==> src/rtl/pe_pkg.sv <==
// Shared types for the PE row sequencer: default PE geometry, the result word
// and the sequencer FSM state encoding.
package pe_pkg;

    localparam int DW_DEF = 16;
    localparam int N_DEF  = 786;

    typedef logic signed [2*DW_DEF-1:0] result_t;

    typedef enum logic [1:0] {
        IDLE  = 2'd0,
        ISSUE = 2'd1,
        WAIT  = 2'd2,
        DONE  = 2'd3
    } state_t;

endpackage

==> src/rtl/result_fifo.sv <==
// Synchronous first-word-fall-through FIFO holding {row index, PE result} words
// on their way to the output vector writer.
module result_fifo #(
    parameter int WIDTH = 8,
    parameter int DEPTH = 4
) (
    input  logic             clk,
    input  logic             rst,
    input  logic             push,
    input  logic [WIDTH-1:0] push_data,
    input  logic             pop,
    output logic [WIDTH-1:0] head,
    output logic             empty,
    output logic             full
);

    localparam int AW = $clog2(DEPTH);
    localparam int CW = $clog2(DEPTH + 1);

    logic [WIDTH-1:0] mem_r [DEPTH];
    logic [AW-1:0]    wr_ptr_r;
    logic [AW-1:0]    rd_ptr_r;
    logic [CW-1:0]    count_r;
    logic             push_ok_s;
    logic             pop_ok_s;

    assign push_ok_s = push && !full;
    assign pop_ok_s  = pop && !empty;
    assign empty     = (count_r == CW'(0));
    assign full      = (count_r == CW'(DEPTH));
    // Head is forced to zero when empty so the output bus is quiet after a flush.
    assign head      = empty ? {WIDTH{1'b0}} : mem_r[rd_ptr_r];

    // Pointer and occupancy tracking; DEPTH is a power of two so pointers wrap naturally.
    always_ff @(posedge clk or posedge rst) begin
        if (rst) begin
            wr_ptr_r <= {AW{1'b0}};
            rd_ptr_r <= {AW{1'b0}};
            count_r  <= {CW{1'b0}};
        end else begin
            if (push_ok_s) begin
                wr_ptr_r <= wr_ptr_r + AW'(1);
            end
            if (pop_ok_s) begin
                rd_ptr_r <= rd_ptr_r + AW'(1);
            end
            case ({push_ok_s, pop_ok_s})
                2'b10:   count_r <= count_r + CW'(1);
                2'b01:   count_r <= count_r - CW'(1);
                default: count_r <= count_r;
            endcase
        end
    end

    // Storage array; contents need no reset because occupancy gates visibility.
    always_ff @(posedge clk) begin
        if (push_ok_s) begin
            mem_r[wr_ptr_r] <= push_data;
        end
    end

endmodule

==> src/rtl/pe_row_sequencer.sv <==
// Drives one PE through the rows of a mat-vec job, one row in flight at a time,
// and queues each result with its row index on a valid/ready stream.
module pe_row_sequencer
    import pe_pkg::*;
#(
    parameter int N          = N_DEF,
    parameter int DW         = DW_DEF,
    parameter int M_MAX      = 1024,
    parameter int FIFO_DEPTH = 4,
    parameter int SLACK      = 4
) (
    input  logic                         clk,
    input  logic                         rst,
    input  logic                         start,
    input  logic [$clog2(M_MAX+1)-1:0]   num_rows,
    output logic                         busy,
    output logic                         done,
    output logic                         err,
    output logic [$clog2(M_MAX)-1:0]     row_idx,
    output logic                         pe_valid,
    input  logic signed [2*DW-1:0]       pe_y,
    input  logic                         pe_done,
    output logic signed [2*DW-1:0]       out_data,
    output logic [$clog2(M_MAX)-1:0]     out_idx,
    output logic                         out_valid,
    input  logic                         out_ready
);

    localparam int IW = $clog2(M_MAX);
    localparam int CW = $clog2(M_MAX + 1);
    localparam int WW = $clog2(N + SLACK + 1);
    localparam int FW = IW + 2*DW;

    state_t          state_r;
    state_t          state_next_s;
    logic [CW-1:0]   num_rows_r;
    logic [CW-1:0]   num_rows_next_s;
    logic [IW-1:0]   row_idx_r;
    logic [IW-1:0]   row_idx_next_s;
    logic [WW-1:0]   wait_cnt_r;
    logic [WW-1:0]   wait_cnt_next_s;
    logic            busy_r;
    logic            done_r;
    logic            err_r;
    logic            err_next_s;
    logic            pe_valid_s;
    logic            fifo_push_s;
    logic            fifo_full_s;
    logic            fifo_empty_s;
    logic [FW-1:0]   fifo_head_s;
    logic            last_row_s;
    logic            timeout_s;

    assign last_row_s = ((CW'(row_idx_r) + CW'(1)) == num_rows_r);
    // Fires on the last WAIT cycle before the counter would reach N+SLACK.
    assign timeout_s  = (wait_cnt_r == WW'(N + SLACK - 1));

    // Next-state and datapath control for the row issue/wait loop.
    always_comb begin
        state_next_s    = state_r;
        num_rows_next_s = num_rows_r;
        row_idx_next_s  = row_idx_r;
        wait_cnt_next_s = wait_cnt_r;
        err_next_s      = err_r;
        pe_valid_s      = 1'b0;
        fifo_push_s     = 1'b0;
        case (state_r)
            IDLE: begin
                if (start) begin
                    num_rows_next_s = num_rows;
                    row_idx_next_s  = {IW{1'b0}};
                    err_next_s      = 1'b0;
                    if (num_rows == CW'(0)) begin
                        state_next_s = DONE;
                    end else begin
                        state_next_s = ISSUE;
                    end
                end else begin
                    state_next_s = IDLE;
                end
            end
            ISSUE: begin
                if (!fifo_full_s) begin
                    pe_valid_s      = 1'b1;
                    wait_cnt_next_s = WW'(1);
                    state_next_s    = WAIT;
                end else begin
                    state_next_s = ISSUE;
                end
            end
            WAIT: begin
                if (pe_done) begin
                    fifo_push_s = 1'b1;
                    if (last_row_s) begin
                        state_next_s = DONE;
                    end else begin
                        row_idx_next_s = row_idx_r + IW'(1);
                        state_next_s   = ISSUE;
                    end
                end else if (timeout_s) begin
                    err_next_s   = 1'b1;
                    state_next_s = IDLE;
                end else begin
                    wait_cnt_next_s = wait_cnt_r + WW'(1);
                end
            end
            DONE: begin
                state_next_s = IDLE;
            end
            default: begin
                state_next_s = IDLE;
            end
        endcase
    end

    // State, job registers and registered status outputs.
    always_ff @(posedge clk or posedge rst) begin
        if (rst) begin
            state_r    <= IDLE;
            num_rows_r <= {CW{1'b0}};
            row_idx_r  <= {IW{1'b0}};
            wait_cnt_r <= {WW{1'b0}};
            busy_r     <= 1'b0;
            done_r     <= 1'b0;
            err_r      <= 1'b0;
        end else begin
            state_r    <= state_next_s;
            num_rows_r <= num_rows_next_s;
            row_idx_r  <= row_idx_next_s;
            wait_cnt_r <= wait_cnt_next_s;
            busy_r     <= (state_next_s == ISSUE) || (state_next_s == WAIT);
            done_r     <= (state_next_s == DONE);
            err_r      <= err_next_s;
        end
    end

    result_fifo #(
        .WIDTH (FW),
        .DEPTH (FIFO_DEPTH)
    ) u_result_fifo (
        .clk       (clk),
        .rst       (rst),
        .push      (fifo_push_s),
        .push_data ({row_idx_r, pe_y}),
        .pop       (out_valid && out_ready),
        .head      (fifo_head_s),
        .empty     (fifo_empty_s),
        .full      (fifo_full_s)
    );

    assign busy      = busy_r;
    assign done      = done_r;
    assign err       = err_r;
    assign row_idx   = row_idx_r;
    assign pe_valid  = pe_valid_s;
    assign out_valid = !fifo_empty_s;
    assign out_idx   = fifo_head_s[FW-1 -: IW];
    assign out_data  = $signed(fifo_head_s[2*DW-1:0]);

endmodule
==> config.mk <==
export PLATFORM = sky130hd
export DESIGN_NAME = pe_row_sequencer
export DESIGN_NICKNAME = d
export VERILOG_FILES = /design/src/rtl/pe_pkg.sv /design/src/rtl/result_fifo.sv /design/src/rtl/pe_row_sequencer.sv
export SDC_FILE = /design/constraint.sdc
export NUM_CORES = 1
export LEC_CHECK = 0
export ABC_AREA = 1
export CORE_MARGIN = 2
export CORE_UTILIZATION = 50
export CTS_CLUSTER_DIAMETER = 40
export DETAILED_ROUTE_END_ITERATION = 8
export PLACE_DENSITY = 0.75
export SLEW_MARGIN = 20
export SYNTH_ARGS = -nofsm -noshare
export SYNTH_HDL_FRONTEND = slang
export SYNTH_SLANG_ARGS = --single-unit
==> constraint.sdc <==
create_clock -name clk -period 3.24 [get_ports clk]
set_input_delay 0.648 -clock clk [delete_from_list [all_inputs] [get_ports clk]]
set_output_delay 0.648 -clock clk [all_outputs]
set_load 0.005 [all_outputs]
==> Yosys cells after proc, flatten, opt, wreduce, memory -nomap -nowiden <==
Memories as Yosys holds them, arrays and structs flattened.
Cells that the tools add are included.
{ "word_totals": {"regBits": 43, "ramBits": 168, "output_inout_bits": 57, "mem_count": 1} }
{ "memory_table": {"columns": ["memory", "words", "width", "read_ports", "rd_ports_with_merged_regs", "wr", "line_no", "rtl"], "rows": [
  ["u_result_fifo.mem_r", 4, 42, 1, 0, 1, "result_fifo.sv:20", "logic [WIDTH-1:0] mem_r [DEPTH];"]
]} }
{ "classes": {"add_sub_neg": 7, "eq_ne": 18, "n_mux": 27, "reduce_logical": 16} }
{ "ops": {"columns": ["op", "n"], "rows": [
  ["10-bit two-way mux", 6],
  ["42-bit two-way mux", 1],
  ["10-bit one-hot mux with 2 select lines", 2],
  ["10-bit by 1-bit adder with 10-bit output (second input constant)", 2],
  ["2-bit inequality test (second input constant)", 7],
  ["2-bit two-way mux", 6],
  ["4-bit AND reduction", 3],
  ["10-bit by 1-bit adder with 11-bit output (second input constant)", 1],
  ["11-bit == test", 1],
  ["11-bit logical NOT", 1],
  ["10-bit == test (second input constant)", 1],
  ["2-bit == test (second input constant)", 5],
  ["1-bit two-way mux", 9],
  ["2-bit one-hot mux with 4 select lines", 1],
  ["2-bit by 1-bit == test with 1-bit output (second input constant)", 3],
  ["3-bit one-hot mux with 2 select lines", 1],
  ["2-bit nonzero test", 3],
  ["2-bit by 1-bit adder with 2-bit output (second input constant)", 2],
  ["3-bit by 1-bit adder with 3-bit output (second input constant)", 1],
  ["3-bit == test (second input constant)", 1],
  ["1-bit logical AND", 3],
  ["3-bit logical NOT", 1],
  ["3-bit by 1-bit subtractor with 3-bit output (second input constant)", 1],
  ["1-bit logical NOT", 2],
  ["other kinds (4)", 4]
]} }

==> Depth between registers and ports, before layout <==
Gate-level depths: netlist of run 1.
{ "logic_depth": {"ltp_word": 7, "depth_mapped": 14} }

==> Cells and area by module <==
From an unflattened synthesis of run 1, not the netlist that was laid out.
{ "hier_totals": {"cells_unflattened": 1020, "hier_area_um2": 9825.7} }
{ "modules_own_cells": {"columns": ["module", "instances", "cells_per_inst", "area_per_inst_um2", "seq_area_each_um2"], "rows": [
  ["result_fifo", 1, 722, 7592.3, 5220.0],
  ["pe_row_sequencer", 1, 298, 2233.4, 900.9]
]} }

==> Worst setup path after synthesis of run 1 <==
No wires, ideal clock.
{ "synth_timing": {"kind": "in2reg", "from": "input pe_done", "to": "memory u_result_fifo.mem_r[0][0] in the netlist's numbering, enable pin", "setup_ns": 0.442, "arrival_ns": 2.816, "setup_slack_ns": -0.017, "stages": 4, "path_buffers": 0, "cell_sequence": "inv_1 > nor2_1 > nand2_1 > nor2_1"} }
{ "synth_between": {"elab_chain_len": 5} }
{ "synth_rtl": {"columns": ["element", "line_no", "rtl"], "rows": [
  ["start: declaration", "pe_row_sequencer.sv:22", "input logic pe_done,"],
  ["1-bit two-way mux", "pe_row_sequencer.sv:92", "if (pe_done) begin"],
  ["1-bit two-way mux", "pe_row_sequencer.sv:67", "case (state_r)"],
  ["1-bit logical AND", "result_fifo.sv:27", "assign push_ok_s = push && !full;"],
  ["1-bit two-way mux", "result_fifo.sv:57", "if (push_ok_s) begin"],
  ["1-bit two-way mux (not written as such)", "result_fifo.sv:58", "mem_r[wr_ptr_r] <= push_data;"],
  ["end: declaration", "result_fifo.sv:20", null]
]} }
No other way between the ends.

==> Final worst setup path of run 1 <==
{ "layout_timing": {"from": "register u_result_fifo.rd_ptr_r[1]", "to": "output out_data[1]"} }
{ "layout_between": {"elab_chain_len": 2} }
{ "layout_rtl": {"columns": ["element", "line_no", "rtl"], "rows": [
  ["start: declaration", "result_fifo.sv:22", "logic [AW-1:0] rd_ptr_r;"],
  ["start signal: assignment", "result_fifo.sv:38", "rd_ptr_r <= {AW{1'b0}};"],
  ["start signal: assignment", "result_fifo.sv:45", "rd_ptr_r <= rd_ptr_r + AW'(1);"],
  ["memory read 4 x 42 bit", null, null],
  ["42-bit two-way mux", "result_fifo.sv:32", "assign head = empty ? {WIDTH{1'b0}} : mem_r[rd_ptr_r];"],
  ["end: declaration", "pe_row_sequencer.sv:23", "output logic signed [2*DW-1:0] out_data,"]
]} }
No other way between the ends.

==> impl_results.html, run 1 <==
<table>
<tr><th>Metric</th><th>Value</th></tr>
<tr><th colspan="2">Outcome</th></tr>
<tr><td>Run status</td><td>finished clean</td></tr>
<tr><th colspan="2">Synth</th></tr>
<tr><td>Proportion of netlist area held by the largest area contributor</td><td>between 50% and 60%</td></tr>
<tr><td>Average cell area after synthesis</td><td>~11 sq um</td></tr>
<tr><td>Netlist Area Pre-Place</td><td>about 9000 sq um</td></tr>
<tr><td>Synthesis Warnings</td><td>0</td></tr>
<tr><td>Number of distinct library cells after synthesis</td><td>31</td></tr>
<tr><td>Number of nets in the synthesized netlist</td><td>around 890</td></tr>
<tr><td>Leading cell types by total area after synthesis</td><td>sky130_fd_sc_hd__edfxtp_1 56%, sky130_fd_sc_hd__dfrtp_1 12%, sky130_fd_sc_hd__nor2_1 8.4%, sky130_fd_sc_hd__o21ai_0 5.3%, sky130_fd_sc_hd__nand2_1 4.0%</td></tr>
<tr><td>Most used flip-flop cell after synthesis</td><td>sky130_fd_sc_hd__edfxtp_1</td></tr>
<tr><td>Number of flip-flops and latches in the synthesized netlist</td><td>211</td></tr>
<tr><td>Sequential area share after synthesis</td><td>about two thirds</td></tr>
<tr><td>Cell taking the most area after synthesis</td><td>sky130_fd_sc_hd__edfxtp_1</td></tr>
<tr><td>Count of flip-flops with a built-in enable after synthesis</td><td>roughly 170</td></tr>
<tr><td>Share of flip-flops with an asynchronous set or reset</td><td>20.38%</td></tr>
<tr><td>Mapped Cells</td><td>830</td></tr>
<tr><th colspan="2">CTS</th></tr>
<tr><td>Clock sink count</td><td>211</td></tr>
<tr><td>Max clock buf depth</td><td>3</td></tr>
<tr><td>Cts bufs inserted</td><td>26</td></tr>
<tr><td>H-tree depth</td><td>1</td></tr>
<tr><td>Clock tree from TritonCTS</td><td>done</td></tr>
<tr><td>Clock root buffer</td><td>sky130_fd_sc_hd__clkbuf_16</td></tr>
<tr><td>Clock transition at the registers of the reported paths</td><td>around 0.05 ns</td></tr>
<tr><td>Clock insertion delay at the later pin of the skew report</td><td>approximately 0.5 ns</td></tr>
<tr><td>Post-CTS Setup Inserts</td><td>0</td></tr>
<tr><th colspan="2">Finish</th></tr>
<tr><td>Sequential cell area</td><td>between 6000 and 7000 sq um</td></tr>
<tr><td>Final standard cell area without fillers</td><td>about 11000 sq um</td></tr>
<tr><td>Filler Cells Inserted</td><td>about 1300</td></tr>
<tr><td>Share of post-route cells with drive strength above 1</td><td>roughly 7.6%</td></tr>
<tr><td>Synth-to-Final Area Change</td><td>25.40%</td></tr>
<tr><td>Diode count</td><td>0</td></tr>
<tr><td>Multi-input logic area</td><td>about 2500 sq um</td></tr>
<tr><td>Post-layout net count</td><td>~1000</td></tr>
<tr><th colspan="2">Place</th></tr>
<tr><td>Placed standard-cell area</td><td>10390 sq um</td></tr>
<tr><td>Number of I/O port buffers</td><td>approximately 100</td></tr>
<tr><td>Placed wire-length estimate</td><td>about 11 mm</td></tr>
<tr><td>Setup slack at placement</td><td>around 0.65 ns</td></tr>
<tr><td>Weighted congestion at the end of routability-driven global placement</td><td>between 0.8 and 0.9</td></tr>
<tr><th colspan="2">Worst setup path</th></tr>
<tr><td>Critical Setup Path Class</td><td>reg2out</td></tr>
<tr><td>RR Endpoint</td><td>row_idx[8]</td></tr>
<tr><td>Capture point of the critical path</td><td>out_data[1]</td></tr>
<tr><td>Endpoint type of the worst setup path</td><td>primary output</td></tr>
<tr><td>R2R cell count</td><td>11</td></tr>
<tr><td>Largest stage delay on the critical path</td><td>around 0.55 ns</td></tr>
<tr><td>Highest fanout seen on the critical path</td><td>21</td></tr>
<tr><td>Critical-path cell list</td><td>clkinvlp_4 -&gt; buf_4 -&gt; nor2_1 -&gt; o21ai_0 -&gt; a21oi_1 -&gt; clkdlybuf4s50_1</td></tr>
<tr><td>Standard cell with the maximum stage delay on the critical path</td><td>sky130_fd_sc_hd__clkdlybuf4s50_1</td></tr>
<tr><td>Worst-case register-to-register setup slack</td><td>between 0.8 and 0.9 ns</td></tr>
<tr><td>Data required time at the worst endpoint</td><td>roughly 2.6 ns</td></tr>
<tr><td>Data arrival, critical path</td><td>2.45 ns</td></tr>
<tr><td>Sort of element at the start of the critical path</td><td>flop</td></tr>
<tr><td>Worst Setup SP</td><td>u_result_fifo.rd_ptr_r[1]</td></tr>
<tr><td>Startpoint of the lowest-slack register-to-register path</td><td>row_idx[0]</td></tr>
<tr><th colspan="2">Global routing</th></tr>
<tr><td>Total global-route track usage</td><td>just over 20%</td></tr>
<tr><td>Initial antenna violation count</td><td>0</td></tr>
<tr><td>Remaining global-route overflow</td><td>0</td></tr>
<tr><td>Pin count of the biggest net entering global routing</td><td>44</td></tr>
<tr><td>Wire length of the first global-routing pass</td><td>30.19 mm</td></tr>
<tr><td>Number of global-route vias before repair</td><td>about 6200</td></tr>
<tr><th colspan="2">Detailed routing</th></tr>
<tr><td>Vias after detailed routing</td><td>approximately 6300</td></tr>
<tr><td>Number of vias per cell</td><td>about 5.3</td></tr>
<tr><td>Antenna-violating nets left</td><td>0</td></tr>
<tr><td>Initial drt markers</td><td>between 300 and 400</td></tr>
<tr><td>Count of unresolved DRC violations after routing</td><td>0</td></tr>
<tr><td>Final WL</td><td>slightly below 20 mm</td></tr>
<tr><td>Total iterations of the first detailed-routing run</td><td>5</td></tr>
<tr><td>Wire length per cell</td><td>16.25 um</td></tr>
<tr><th colspan="2">Floorplan</th></tr>
<tr><td>Die area</td><td>around 19000 sq um</td></tr>
<tr><td>Number of ports placed on the die boundary</td><td>around 110</td></tr>
<tr><td>Horizontal extent of the die</td><td>138.0 um</td></tr>
<tr><td>Area of the core region</td><td>between 15000 and 20000 sq um</td></tr>
<tr><td>Initial Utilization</td><td>roughly half</td></tr>
<tr><td>Placement Rows</td><td>48</td></tr>
<tr><td>Y dimension of the die</td><td>between 100 and 150 um</td></tr>
<tr><th colspan="2">STA</th></tr>
<tr><td>Minimum period implied by the final worst setup slack</td><td>3.097 ns</td></tr>
<tr><td>Transition at the pin with the smallest max-transition slack</td><td>about 0.89 ns</td></tr>
<tr><td>Setup-violating endpoint count in the final report</td><td>0</td></tr>
<tr><td>Final hold violation count</td><td>0</td></tr>
<tr><td>Largest clock skew in the final design</td><td>0.01110 ns</td></tr>
<tr><td>Worst setup slack after layout</td><td>0.1426 ns</td></tr>
<tr><td>Final Slew Violations</td><td>0</td></tr>
<tr><td>Final cycle utilization of the critical path</td><td>between 90% and 100%</td></tr>
<tr><td>Worst slew margin relative to its limit</td><td>about two fifths</td></tr>
<tr><td>Max frequency</td><td>between 300 and 400 MHz</td></tr>
<tr><th colspan="2">Power</th></tr>
<tr><td>Leakage</td><td>between 4 and 5 nW</td></tr>
<tr><td>Maximum ir drop on the vdd rail</td><td>0.5501 mV</td></tr>
<tr><td>Pwr dens</td><td>872.1 nW/um^2</td></tr>
<tr><th colspan="2">Flow run</th></tr>
<tr><td>Max cap viols</td><td>0</td></tr>
<tr><th colspan="2">Min path</th></tr>
<tr><td>Type of the tightest min-delay check</td><td>reg2reg</td></tr>
</table>
-- how the worst min path moves through the flow --
| stage | from | endpoint | cells after the start |
|---|---|---|---|
| after detailed placement | err | err | 2 |
| final | err | err | 2 |
| after floorplan | num_rows_r[5] | num_rows_r[5] | 2 |
| after global placement | err | err | 2 |
| after global routing | err | err | 2 |
| after CTS | err | err | 2 |
-- report_power, final --
group	internal (mW)	switching, mW
combinational	1.60	1.94
clock	1.81	1.04
sequential	3.25	0.175
total	6.66	3.15
-- through the flow --
step	hold WS, ns	total power, mW	cells	TNS (ns)	utilization (%)
finish	0.5017	9.815	1185	0	64.62
CTS	0.5027	9.886	1185	0	64.60
floorplan	0.4506	5.317	830	-2.922	-
global placement	0.4893	6.923	1138	0	59.63
detailed placement	0.4833	6.998	1138	0	59.63
global route	0.5498	10.41	1185	-0.006732	64.62
-- cells in the final DEF (no fill, tap or decap), types with 2 or more instances in the layout --
cell,n
sky130_fd_sc_hd__nand3_2,2
sky130_fd_sc_hd__clkinv_1,3
sky130_fd_sc_hd__o31ai_1,6
sky130_fd_sc_hd__inv_6,2
sky130_fd_sc_hd__o21ai_0,95
sky130_fd_sc_hd__clkdlybuf4s50_1,104
sky130_fd_sc_hd__nand3_1,27
sky130_fd_sc_hd__nor2_2,3
sky130_fd_sc_hd__clkinvlp_4,2
sky130_fd_sc_hd__nand4_1,7
sky130_fd_sc_hd__bufinv_16,3
sky130_fd_sc_hd__nor2_1,198
sky130_fd_sc_hd__edfxtp_1,168
sky130_fd_sc_hd__buf_4,11
sky130_fd_sc_hd__inv_2,3
sky130_fd_sc_hd__nor2_4,5
sky130_fd_sc_hd__nor3_1,9
sky130_fd_sc_hd__nand2_2,3
sky130_fd_sc_hd__xor2_1,8
sky130_fd_sc_hd__nand2_1,96
sky130_fd_sc_hd__ha_1,9
sky130_fd_sc_hd__buf_12,6
sky130_fd_sc_hd__xnor2_1,2
sky130_fd_sc_hd__xnor3_1,2
sky130_fd_sc_hd__clkbuf_16,27
sky130_fd_sc_hd__dfrtp_1,42
sky130_fd_sc_hd__a21oi_1,50
sky130_fd_sc_hd__nor4_1,2
sky130_fd_sc_hd__clkbuf_1,7
sky130_fd_sc_hd__clkinv_2,2
sky130_fd_sc_hd__inv_1,47
sky130_fd_sc_hd__clkbuf_8,2
-- state kept, by name, summed over array words and instances, names as in the netlist --
name                    flops
busy                        1
done                        1
err                         1
num_rows_r                 11
row_idx                    10
state_r                     2
u_result_fifo.count_r       3
u_result_fifo.mem_r       168
u_result_fifo.rd_ptr_r      2
u_result_fifo.wr_ptr_r      2
wait_cnt_r                 10
-- cell families after synthesis --
group / synth area share, %
and+or+nand+nor: 16.00
AOI/OAI and AO/OA: 8.755
adders and majority gates: 1.478
xor gates and xnor gates: 1.743
buffers and inverters: 3.820
DFF: 68.20
-- critical path: cells and delay by family (launching register included) --
family	cells	cell delay, ns
compound gates	2	0.32
buf+inv	3	1.08
flops	1	0.38
simple gates	1	0.16
-- synthesized netlist by cell type (8+ instances only) --
library cell / number
sky130_fd_sc_hd__nor2_1: 202
sky130_fd_sc_hd__edfxtp_1: 168
sky130_fd_sc_hd__nand2_1: 96
sky130_fd_sc_hd__o21ai_0: 95
sky130_fd_sc_hd__a21oi_1: 50
sky130_fd_sc_hd__inv_1: 48
sky130_fd_sc_hd__dfrtp_1: 43
sky130_fd_sc_hd__clkbuf_1: 32
sky130_fd_sc_hd__nand3_1: 27
sky130_fd_sc_hd__nor3_1: 10
sky130_fd_sc_hd__ha_1: 9
sky130_fd_sc_hd__xor2_1: 8
-- routing by layer --
layer	wire (um)	vias to the layer above	track usage, %	share of wire [%]
met5	0	-	0	0
met4	301	0	5.385	1.6
met3	1219	30	3.363	6.3
met2	9704	195	37.29	50
met1	8026	2995	25.32	42
li1	-	3059	-	-
-- layout make-up --
| class | instances | share of cell area (%) |
|---|---|---|
| tap | 225 | 2.501 |
| multi-input combinational | 530 | 22.62 |
| clock inverter | 11 | 1.212 |
| inverter | 51 | 1.734 |
| sequential | 211 | 54.40 |
| clock buffer | 36 | 6.481 |
| timing repair buffer | 121 | 11.05 |
-- repair_timing --
action / 4_1_cts / 5_1_grt
hold buffers: 0 / 0
setup endpoints to repair: 0 / 3
resized for setup: 0 / 1
Note: power is estimated with default switching activity, not from simulation.
==> run 2: changes to the inputs <==
--- a/config.mk
+++ b/config.mk
@@ -7,11 +7,12 @@
 export LEC_CHECK = 0
 export ABC_AREA = 1
 export CORE_MARGIN = 2
-export CORE_UTILIZATION = 50
+export CORE_UTILIZATION = 51
 export CTS_CLUSTER_DIAMETER = 40
 export DETAILED_ROUTE_END_ITERATION = 8
-export PLACE_DENSITY = 0.75
+export PLACE_DENSITY = 0.76
 export SLEW_MARGIN = 20
 export SYNTH_ARGS = -nofsm -noshare
 export SYNTH_HDL_FRONTEND = slang
+export SYNTH_HIERARCHICAL = 1
 export SYNTH_SLANG_ARGS = --single-unit
==> run 2 against run 1 <==
Compared with the run above: first-iteration DRC count increased by 41%; via count increased by 10%; non-clock buffer count decreased by 3; register-to-register slack got worse by 0.07 ns; synthesized area increased by 9.5%; cell area increased by 7.8%; maximum frequency about the same; power increased by 3.1%; critical endpoint is now out_data[16]; largest cell class unchanged.
==> impl_results.html, run 2 <==
<table>
<tr><th>Metric</th><th>Value</th></tr>
<tr><th colspan="2">Outcome</th></tr>
<tr><td>Run status</td><td>finished clean</td></tr>
<tr><th colspan="2">Floorplan</th></tr>
<tr><td>Placement Rows</td><td>50 (+4.2%)</td></tr>
<tr><td>Number of ports placed on the die boundary</td><td>105 (unchanged)</td></tr>
<tr><td>Horizontal extent of the die</td><td>142.8 um (+3.5%)</td></tr>
<tr><td>Y dimension of the die</td><td>142.8 um (+3.5%)</td></tr>
<tr><td>Die area</td><td>20390 sq um (+7.1%)</td></tr>
<tr><td>Area of the core region</td><td>18830 sq um (+8.1%)</td></tr>
<tr><td>Initial Utilization</td><td>52.18% (+0.65 points)</td></tr>
<tr><th colspan="2">Global routing</th></tr>
<tr><td>Wire length of the first global-routing pass</td><td>32.02 mm (+6.1%)</td></tr>
<tr><td>Remaining global-route overflow</td><td>0 (unchanged)</td></tr>
<tr><td>Number of global-route vias before repair</td><td>6677 (+8.4%)</td></tr>
<tr><td>Pin count of the biggest net entering global routing</td><td>73 (+66%)</td></tr>
<tr><td>Total global-route track usage</td><td>19.72% (-0.74 points)</td></tr>
<tr><td>Initial antenna violation count</td><td>0 (unchanged)</td></tr>
<tr><th colspan="2">Synth</th></tr>
<tr><td>Number of nets in the synthesized netlist</td><td>1078 (+21%)</td></tr>
<tr><td>Leading post-synthesis cells by instance count</td><td>274 x sky130_fd_sc_hd__nand2_1, 213 x sky130_fd_sc_hd__inv_1, 168 x sky130_fd_sc_hd__edfxtp_1, 111 x sky130_fd_sc_hd__nand3_1, 46 x sky130_fd_sc_hd__a21oi_1</td></tr>
<tr><td>Most used flip-flop cell after synthesis</td><td>sky130_fd_sc_hd__edfxtp_1</td></tr>
<tr><td>Number of flip-flops and latches in the synthesized netlist</td><td>211 (unchanged)</td></tr>
<tr><td>Synthesis Warnings</td><td>6 (+6)</td></tr>
<tr><td>Mapped Cells</td><td>1020 (+23%)</td></tr>
<tr><td>Cell taking the most area after synthesis</td><td>sky130_fd_sc_hd__edfxtp_1</td></tr>
<tr><td>Leading cell types by total area after synthesis</td><td>sky130_fd_sc_hd__edfxtp_1 51%, sky130_fd_sc_hd__dfrtp_1 11%, sky130_fd_sc_hd__nand2_1 10%, sky130_fd_sc_hd__inv_1 8.1%, sky130_fd_sc_hd__nand3_1 5.7%</td></tr>
<tr><td>Leading cell type by number of instances after synthesis</td><td>sky130_fd_sc_hd__nand2_1</td></tr>
<tr><td>Netlist Area Pre-Place</td><td>9826 sq um (+9.5%)</td></tr>
<tr><td>Number of distinct library cells after synthesis</td><td>33 (+6.5%)</td></tr>
<tr><td>Count of flip-flops with a built-in enable after synthesis</td><td>168 (unchanged)</td></tr>
<tr><td>Sequential area share after synthesis</td><td>62.29% (-5.9 points)</td></tr>
<tr><td>Average cell area after synthesis</td><td>9.633 sq um (-11%)</td></tr>
<tr><td>Proportion of netlist area held by the largest area contributor</td><td>51.34% (-4.9 points)</td></tr>
<tr><td>Share of flip-flops with an asynchronous set or reset</td><td>20.38% (unchanged)</td></tr>
<tr><th colspan="2">Worst setup path</th></tr>
<tr><td>Standard cell with the maximum stage delay on the critical path</td><td>sky130_fd_sc_hd__dfrtp_2</td></tr>
<tr><td>Data required time at the worst endpoint</td><td>2.59 ns (about the same)</td></tr>
<tr><td>Combined buffer and inverter count along the critical path</td><td>2 (-1)</td></tr>
<tr><td>Sort of element at the start of the critical path</td><td>flop</td></tr>
<tr><td>Data arrival, critical path</td><td>2.45 ns (about the same)</td></tr>
<tr><td>Critical-path cell list</td><td>buf_4 -&gt; nand3_1 -&gt; a21oi_1 -&gt; clkdlybuf4s50_1</td></tr>
<tr><td>Largest stage delay on the critical path</td><td>0.60 ns (+0.05 ns)</td></tr>
<tr><td>Highest fanout seen on the critical path</td><td>29 (+38%)</td></tr>
<tr><td>Dominant delay contributor by cell family on the critical path</td><td>buffers and inverters</td></tr>
<tr><td>Critical Setup Path Class</td><td>reg2out</td></tr>
<tr><td>Endpoint type of the worst setup path</td><td>primary output</td></tr>
<tr><th colspan="2">CTS</th></tr>
<tr><td>Max clock buf depth</td><td>3 (unchanged)</td></tr>
<tr><td>Hold bufs inserted after CTS</td><td>0 (unchanged)</td></tr>
<tr><td>Clock root buffer</td><td>sky130_fd_sc_hd__clkbuf_16</td></tr>
<tr><td>Clock insertion delay at the later pin of the skew report</td><td>0.54 ns (+0.03 ns)</td></tr>
<tr><td>H-tree depth</td><td>1 (unchanged)</td></tr>
<tr><td>Cts bufs inserted</td><td>29 (+12%)</td></tr>
<tr><td>Clock sink count</td><td>211 (unchanged)</td></tr>
<tr><td>Clock transition at the registers of the reported paths</td><td>0.06 ns (about the same)</td></tr>
<tr><td>Clock tree from TritonCTS</td><td>done</td></tr>
<tr><th colspan="2">Finish</th></tr>
<tr><td>Commonest non-fill, non-tap cell in the layout</td><td>sky130_fd_sc_hd__nand2_1</td></tr>
<tr><td>Commonest cells after routing, fill and taps aside</td><td>274 x sky130_fd_sc_hd__nand2_1, 213 x sky130_fd_sc_hd__inv_1, 168 x sky130_fd_sc_hd__edfxtp_1, 111 x sky130_fd_sc_hd__nand3_1, 104 x sky130_fd_sc_hd__clkdlybuf4s50_1</td></tr>
<tr><td>Share of post-route cells with drive strength above 1</td><td>9.193% (+1.6 points)</td></tr>
<tr><td>Final standard cell area without fillers</td><td>12140 sq um (+7.8%)</td></tr>
<tr><td>Post-layout net count</td><td>1189 (+19%)</td></tr>
<tr><td>Register ranked first by flip-flop count</td><td>u_result_fifo/mem_r</td></tr>
<tr><td>Post-route non-filler standard cell count</td><td>1413 (+19%)</td></tr>
<tr><td>Filler Cells Inserted</td><td>1428 (+8.4%)</td></tr>
<tr><td>Synth-to-Final Area Change</td><td>23.53%</td></tr>
<tr><td>Largest register FFs</td><td>168 (unchanged)</td></tr>
<tr><td>Diode count</td><td>0 (unchanged)</td></tr>
<tr><td>Leading registers by flop count</td><td>u_result_fifo/mem_r (168), num_rows_r (11)</td></tr>
<tr><th colspan="2">STA</th></tr>
<tr><td>Hold slack</td><td>0.4101 ns (-0.09162 ns)</td></tr>
<tr><td>Final cycle utilization of the critical path</td><td>95.51% (about the same)</td></tr>
<tr><td>Final hold violation count</td><td>0 (unchanged)</td></tr>
<tr><td>Minimum period implied by the final worst setup slack</td><td>3.094 ns (-0.003031 ns)</td></tr>
<tr><td>Setup-violating endpoint count in the final report</td><td>0 (unchanged)</td></tr>
<tr><td>Worst setup slack after layout</td><td>0.1456 ns (+0.003031 ns)</td></tr>
<tr><td>RSZ-0062 raised after global routing</td><td>no</td></tr>
<tr><td>Largest clock skew in the final design</td><td>0.01841 ns (+0.007310 ns)</td></tr>
<tr><td>Max frequency</td><td>323.2 MHz (about the same)</td></tr>
<tr><td>Final Slew Violations</td><td>0 (unchanged)</td></tr>
<tr><td>Transition at the pin with the smallest max-transition slack</td><td>0.7938 ns (-0.09217 ns)</td></tr>
<tr><td>Total negative setup slack</td><td>0 ns (unchanged)</td></tr>
<tr><td>Worst slew margin relative to its limit</td><td>46.72% (+5.9 points)</td></tr>
<tr><th colspan="2">Detailed routing</th></tr>
<tr><td>Total iterations of the first detailed-routing run</td><td>4 (-1)</td></tr>
<tr><td>Antenna-violating nets left</td><td>0 (unchanged)</td></tr>
<tr><td>Final WL</td><td>19.83 mm (+3.0%)</td></tr>
<tr><td>Number of vias per cell</td><td>4.907 (-7.4%)</td></tr>
<tr><td>Wire length per cell</td><td>14.04 um (-14%)</td></tr>
<tr><td>Initial drt markers</td><td>477 (+41%)</td></tr>
<tr><td>Vias after detailed routing</td><td>6934 (+10%)</td></tr>
<tr><td>Count of unresolved DRC violations after routing</td><td>0 (unchanged)</td></tr>
<tr><th colspan="2">Power</th></tr>
<tr><td>Pwr dens</td><td>834.1 nW/um^2 (-4.4%)</td></tr>
<tr><td>Leakage</td><td>5.291 nW (+28%)</td></tr>
<tr><td>Maximum ir drop on the vdd rail</td><td>0.6748 mV (+23%)</td></tr>
<tr><th colspan="2">Place</th></tr>
<tr><td>Placed wire-length estimate</td><td>11.91 mm (+6.3%)</td></tr>
<tr><td>Placed standard-cell area</td><td>11160 sq um (+7.4%)</td></tr>
<tr><td>Setup slack at placement</td><td>0.4968 ns (-0.1574 ns)</td></tr>
<tr><td>Weighted congestion at the end of routability-driven global placement</td><td>0.8133 (-5.5%)</td></tr>
<tr><td># placed instances</td><td>1358 (+19%)</td></tr>
<tr><td>Number of I/O port buffers</td><td>104 (unchanged)</td></tr>
<tr><th colspan="2">Flow run</th></tr>
<tr><td>Max cap viols</td><td>0 (unchanged)</td></tr>
<tr><th colspan="2">Min path</th></tr>
<tr><td>Type of the tightest min-delay check</td><td>in2async</td></tr>
</table>
run 2: final cells by class:
| class | count | area (sq um) | share of cell area [%] |
|---|---|---|---|
| Sequential cell | 211 | 6123 | 50.45 |
| Multi-Input combinational cell | 549 | 2668 | 21.98 |
| Clock inverter | 21 | 216.5 | 1.783 |
| Inverter | 222 | 833.3 | 6.865 |
| Timing Repair Buffer | 118 | 1225 | 10.09 |
| Tap cell | 260 | 325.3 | 2.680 |
| Clock buffer | 32 | 747.0 | 6.154 |
run 2: worst paths after layout:
| check | to | start | slack (ns) | cells past startpoint |
|---|---|---|---|---|
| setup / recovery | out_data[16] | u_result_fifo/rd_ptr_r[1] | 0.15 | 4 |
| hold / removal | wait_cnt_r[8] | rst | 0.41 | 2 |
| min in group clk | num_rows_r[1] | num_rows_r[1] | 0.51 | 2 |
| max in group asynchronous | row_idx[0] | rst | 2.14 | 3 |
| setup reg to reg | row_idx[5] | row_idx[0] | 0.77 | 13 |
| hold reg to reg | num_rows_r[1] | num_rows_r[1] | 0.51 | 2 |
run 2: power breakdown:
group | internal (mW) | total (mW) | switching (mW)
sequential | 3.29 | 3.50 | 0.208
clock | 1.86 | 3.05 | 1.19
combinational | 1.60 | 3.58 | 1.98
run 2: repair_timing:
item / 4_1_cts / 5_1_grt
setup endpoints to repair: 1 / 8
setup buffers: 0 / 2
resized for setup: 1 / 0
run 2: metal layers:
layer,wire (um),track usage (%),vias up
li1,-,-,3477
met5,0,0,-
met1,8338,25.23,3229
met3,1161,3.119,27
met4,303,5.784,0
met2,10030,34.84,201
run 2: cells by family after synthesis:
family / synth area share (%)
and+or+nand+nor: 20.82
xor gates and xnor gates: 1.057
AOI/OAI and AO/OA: 3.616
adders and majority gates: 1.350
DFF: 62.29
buffers and inverters: 10.86
run 2: through the flow:
stage	power, mW	util, %
global route	10.74	64.46
floorplan	5.597	-
detailed placement	7.119	59.24
finish	10.12	64.46
CTS	10.21	64.38
global placement	7.041	59.24
run 2: worst reg2reg max path, delay by kind of cell, from the launching register on:
kind          cells  cell delay, ns
fa+ha+maj         1            0.27
simple gates     12            1.58
flops             1            0.57
==> run 3: changes to the inputs <==
--- a/config.mk
+++ b/config.mk
@@ -5,12 +5,11 @@
 export SDC_FILE = /design/constraint.sdc
 export NUM_CORES = 1
 export LEC_CHECK = 0
-export ABC_AREA = 1
 export CORE_MARGIN = 2
-export CORE_UTILIZATION = 51
-export CTS_CLUSTER_DIAMETER = 40
+export CORE_UTILIZATION = 50
+export CTS_CLUSTER_DIAMETER = 50
 export DETAILED_ROUTE_END_ITERATION = 8
-export PLACE_DENSITY = 0.76
+export PLACE_DENSITY = 0.75
 export SLEW_MARGIN = 20
 export SYNTH_ARGS = -nofsm -noshare
 export SYNTH_HDL_FRONTEND = slang
==> run 3 against run 2 <==
Compared with the run above: maximum frequency increased by 1.9%; clock skew increased by 0.0035 ns; sequential power decreased by 1%; clock power decreased by 21%; sequential share of layout area increased by 4.5 points; flip-flop and latch count unchanged; register-to-register slack got worse by 0.53 ns; setup slack improved by 0.058 ns; power decreased by 11%; largest cell class unchanged; core utilization decreased by 0.52 points; die area decreased by 6.6%.
==> impl_results.html, run 3 <==
<table>
<tr><th>Metric</th><th>Value</th></tr>
<tr><th colspan="2">Power</th></tr>
<tr><td>Maximum ir drop on the vdd rail</td><td>0.4867 mV (-28%)</td></tr>
<tr><td>Leakage</td><td>3.988 nW (-25%)</td></tr>
<tr><td>Pwr dens</td><td>809.1 nW/um^2 (-3.0%)</td></tr>
<tr><th colspan="2">STA</th></tr>
<tr><td>Final hold violation count</td><td>0 (unchanged)</td></tr>
<tr><td>Largest clock skew in the final design</td><td>0.02195 ns (+0.003534 ns)</td></tr>
<tr><td>Hold slack</td><td>0.4724 ns (+0.06230 ns)</td></tr>
<tr><td>Transition at the pin with the smallest max-transition slack</td><td>0.6588 ns (-0.1350 ns)</td></tr>
<tr><td>Worst setup slack after layout</td><td>0.2032 ns (+0.05762 ns)</td></tr>
<tr><td>Max frequency</td><td>329.3 MHz (+1.9%)</td></tr>
<tr><td>Minimum period implied by the final worst setup slack</td><td>3.037 ns (-0.05762 ns)</td></tr>
<tr><td>Worst slew margin relative to its limit</td><td>55.93% (+9.2 points)</td></tr>
<tr><td>Setup-violating endpoint count in the final report</td><td>0 (unchanged)</td></tr>
<tr><td>Final cycle utilization of the critical path</td><td>93.73% (-1.8 points)</td></tr>
<tr><td>Final Slew Violations</td><td>0 (unchanged)</td></tr>
<tr><td>RSZ-0062 raised after global routing</td><td>no</td></tr>
<tr><td>Total negative setup slack</td><td>0 ns (unchanged)</td></tr>
<tr><th colspan="2">Detailed routing</th></tr>
<tr><td>Count of unresolved DRC violations after routing</td><td>0 (unchanged)</td></tr>
<tr><td>Initial drt markers</td><td>323 (-32%)</td></tr>
<tr><td>Number of vias per cell</td><td>5.524 (+13%)</td></tr>
<tr><td>Wire length per cell</td><td>18.75 um (+34%)</td></tr>
<tr><td>Total iterations of the first detailed-routing run</td><td>4 (unchanged)</td></tr>
<tr><td>Antenna-violating nets left</td><td>0 (unchanged)</td></tr>
<tr><td>Final WL</td><td>17.31 mm (-13%)</td></tr>
<tr><td>Vias after detailed routing</td><td>5099 (-26%)</td></tr>
<tr><th colspan="2">Finish</th></tr>
<tr><td>Commonest cells after routing, fill and taps aside</td><td>168 x sky130_fd_sc_hd__edfxtp_1, 104 x sky130_fd_sc_hd__clkdlybuf4s50_1, 49 x sky130_fd_sc_hd__nand2_1, 43 x sky130_fd_sc_hd__and2_1, 41 x sky130_fd_sc_hd__dfrtp_1</td></tr>
<tr><td>Final standard cell area without fillers</td><td>11140 sq um (-8.3%)</td></tr>
<tr><td>Share of post-route cells with drive strength above 1</td><td>16.48% (+7.3 points)</td></tr>
<tr><td>Filler Cells Inserted</td><td>1227 (-14%)</td></tr>
<tr><td>Leading registers by flop count</td><td>u_result_fifo/mem_r (168), num_rows_r (11)</td></tr>
<tr><td>Synth-to-Final Area Change</td><td>24.08%</td></tr>
<tr><td>Register ranked first by flip-flop count</td><td>u_result_fifo/mem_r</td></tr>
<tr><td>Multi-input logic area</td><td>2608 sq um (-2.3%)</td></tr>
<tr><td>Largest register FFs</td><td>168 (unchanged)</td></tr>
<tr><td>Commonest non-fill, non-tap cell in the layout</td><td>sky130_fd_sc_hd__edfxtp_1</td></tr>
<tr><td>Post-route non-filler standard cell count</td><td>923 (-35%)</td></tr>
<tr><td>Post-layout net count</td><td>738 (-38%)</td></tr>
<tr><td>Sequential cell area</td><td>6123 sq um (unchanged)</td></tr>
<tr><td>Diode count</td><td>0 (unchanged)</td></tr>
<tr><th colspan="2">Min path</th></tr>
<tr><td>Type of the tightest min-delay check</td><td>in2async</td></tr>
<tr><th colspan="2">Synth</th></tr>
<tr><td>Leading post-synthesis cells by instance count</td><td>168 x sky130_fd_sc_hd__edfxtp_1, 49 x sky130_fd_sc_hd__nand2_1, 47 x sky130_fd_sc_hd__and2_1, 43 x sky130_fd_sc_hd__dfrtp_1, 38 x sky130_fd_sc_hd__mux4_2</td></tr>
<tr><td>Count of flip-flops with a built-in enable after synthesis</td><td>168 (unchanged)</td></tr>
<tr><td>Share of flip-flops with an asynchronous set or reset</td><td>20.38% (unchanged)</td></tr>
<tr><td>Number of distinct library cells after synthesis</td><td>55 (+67%)</td></tr>
<tr><td>Leading cell type by number of instances after synthesis</td><td>sky130_fd_sc_hd__edfxtp_1</td></tr>
<tr><td>Synthesis Warnings</td><td>6 (unchanged)</td></tr>
<tr><td>Mapped Cells</td><td>551 (-46%)</td></tr>
<tr><td>Most used flip-flop cell after synthesis</td><td>sky130_fd_sc_hd__edfxtp_1</td></tr>
<tr><td>Number of nets in the synthesized netlist</td><td>609 (-44%)</td></tr>
<tr><td>Cell taking the most area after synthesis</td><td>sky130_fd_sc_hd__edfxtp_1</td></tr>
<tr><td>Average cell area after synthesis</td><td>16.29 sq um (+69%)</td></tr>
<tr><td>Leading cell types by total area after synthesis</td><td>sky130_fd_sc_hd__edfxtp_1 56%, sky130_fd_sc_hd__dfrtp_1 12%, sky130_fd_sc_hd__mux4_2 9.5%, sky130_fd_sc_hd__and2_1 3.3%, sky130_fd_sc_hd__nand2_1 2.0%</td></tr>
<tr><td>Netlist Area Pre-Place</td><td>8975 sq um (-8.7%)</td></tr>
<tr><td>Proportion of netlist area held by the largest area contributor</td><td>56.21% (+4.9 points)</td></tr>
<tr><td>Sequential area share after synthesis</td><td>68.20% (+5.9 points)</td></tr>
<tr><td>Number of flip-flops and latches in the synthesized netlist</td><td>211 (unchanged)</td></tr>
<tr><th colspan="2">Floorplan</th></tr>
<tr><td>Horizontal extent of the die</td><td>138.0 um (-3.4%)</td></tr>
<tr><td>Die area</td><td>19040 sq um (-6.6%)</td></tr>
<tr><td>Initial Utilization</td><td>51.53% (-0.65 points)</td></tr>
<tr><td>Number of ports placed on the die boundary</td><td>105 (unchanged)</td></tr>
<tr><td>Placement Rows</td><td>48 (-4.0%)</td></tr>
<tr><td>Area of the core region</td><td>17420 sq um (-7.5%)</td></tr>
<tr><td>Y dimension of the die</td><td>138.0 um (-3.4%)</td></tr>
<tr><th colspan="2">Worst setup path</th></tr>
<tr><td>Worst Setup SP</td><td>u_result_fifo/rd_ptr_r[0]</td></tr>
<tr><td>Data arrival, critical path</td><td>2.39 ns (-0.06 ns)</td></tr>
<tr><td>Startpoint of the lowest-slack register-to-register path</td><td>row_idx[1]</td></tr>
<tr><td>Critical Setup Path Class</td><td>reg2out</td></tr>
<tr><td>Sort of element at the start of the critical path</td><td>flop</td></tr>
<tr><td>Highest fanout seen on the critical path</td><td>23 (-21%)</td></tr>
<tr><td>Data required time at the worst endpoint</td><td>2.59 ns (about the same)</td></tr>
<tr><td>Endpoint type of the worst setup path</td><td>primary output</td></tr>
<tr><th colspan="2">Place</th></tr>
<tr><td># placed instances</td><td>879 (-35%)</td></tr>
<tr><td>Placed wire-length estimate</td><td>11.16 mm (-6.3%)</td></tr>
<tr><td>Placed standard-cell area</td><td>10400 sq um (-6.8%)</td></tr>
<tr><td>Number of I/O port buffers</td><td>104 (unchanged)</td></tr>
<tr><td>Setup slack at placement</td><td>0.2747 ns (-0.2222 ns)</td></tr>
<tr><td>Weighted congestion at the end of routability-driven global placement</td><td>0.8057 (-0.93%)</td></tr>
<tr><th colspan="2">CTS</th></tr>
<tr><td>Hold bufs inserted after CTS</td><td>0 (unchanged)</td></tr>
<tr><td>Clock sink count</td><td>211 (unchanged)</td></tr>
<tr><td>Max clock buf depth</td><td>3 (unchanged)</td></tr>
<tr><td>Clock tree from TritonCTS</td><td>done</td></tr>
<tr><td>Post-CTS Setup Inserts</td><td>0 (unchanged)</td></tr>
<tr><td>Clock root buffer</td><td>sky130_fd_sc_hd__clkbuf_16</td></tr>
<tr><td>Cts bufs inserted</td><td>24 (-17%)</td></tr>
<tr><td>Clock transition at the registers of the reported paths</td><td>0.06 ns (about the same)</td></tr>
<tr><td>H-tree depth</td><td>1 (unchanged)</td></tr>
<tr><td># resized after CTS</td><td>0 (-1)</td></tr>
<tr><td>Clock insertion delay at the later pin of the skew report</td><td>0.51 ns (-0.03 ns)</td></tr>
<tr><th colspan="2">Global routing</th></tr>
<tr><td>Total global-route track usage</td><td>19.07% (-0.65 points)</td></tr>
<tr><td>Number of global-route vias before repair</td><td>5221 (-22%)</td></tr>
<tr><td>Wire length of the first global-routing pass</td><td>27.70 mm (-14%)</td></tr>
<tr><td>Pin count of the biggest net entering global routing</td><td>43 (-41%)</td></tr>
<tr><td>Remaining global-route overflow</td><td>0 (unchanged)</td></tr>
<tr><td>Initial antenna violation count</td><td>0 (unchanged)</td></tr>
<tr><th colspan="2">Flow run</th></tr>
<tr><td>Max cap viols</td><td>0 (unchanged)</td></tr>
<tr><th colspan="2">Outcome</th></tr>
<tr><td>Run status</td><td>finished clean</td></tr>
</table>
[run 3: metal layers]
| layer | global-route usage (%) | wire (um) | up-vias |
|---|---|---|---|
| met5 | 0 | 0 | - |
| met4 | 4.478 | 264 | 0 |
| li1 | - | - | 2355 |
| met3 | 3.363 | 1074 | 23 |
| met2 | 32.98 | 8677 | 158 |
| met1 | 25.43 | 7293 | 2563 |
[run 3: per-stage QoR]
step | total power, mW | utilization (%)
2_1_floorplan | 5.352 | -
3_3_place_gp | 6.555 | 59.68
3_5_place_dp | 6.654 | 59.68
4_1_cts | 9.109 | 63.89
5_1_grt | 9.511 | 63.94
6_report | 9.010 | 63.94
[run 3: area by class of cell]
cell class                 count  share of cell area (%)
sequential                   211                   54.99
multi-input combinational    295                   23.42
timing repair buffer         129                   11.85
clock buffer                  28                   5.618
tap                          225                   2.528
clock inverter                16                  0.9551
inverter                      19                  0.6404
[run 3: cell families after synthesis]
| group | Yosys count | share of synthesized area (%) |
|---|---|---|
| mux | 46 | 11.17 |
| fa+ha+maj | 10 | 1.478 |
| flops | 211 | 68.20 |
| simple gates | 169 | 10.16 |
| buf+inv | 45 | 2.858 |
| compound gates | 45 | 3.695 |
| xor+xnor | 25 | 2.440 |
[run 3: power breakdown]
| part | leakage [nW] | internal [mW] | switching, mW |
|---|---|---|---|
| Clock | 0.354 | 1.39 | 1.03 |
| Sequential | 2.08 | 3.26 | 0.195 |
| Combinational | 1.55 | 1.78 | 1.35 |
| Total | 3.99 | 6.43 | 2.58 |
[run 3: path summary, 6_finish.rpt]
kind	endpoint	slack, ns	cells past startpoint
worst max-delay path	out_idx[6]	0.20	4
worst min-delay path	u_result_fifo/count_r[2]	0.47	2
worst max register to register	row_idx[5]	0.24	8
worst min register to register	num_rows_r[4]	0.50	2
max in group asynchronous	wait_cnt_r[9]	2.03	3
min in group clk	num_rows_r[4]	0.50	2
[run 3: critical path: stages, from the launching register on]
cell and delay (ns):
sky130_fd_sc_hd__dfrtp_2 0.39, sky130_fd_sc_hd__buf_12 0.22, sky130_fd_sc_hd__mux4_1 0.64, sky130_fd_sc_hd__and2_1 0.20
sky130_fd_sc_hd__clkdlybuf4s50_1 0.44
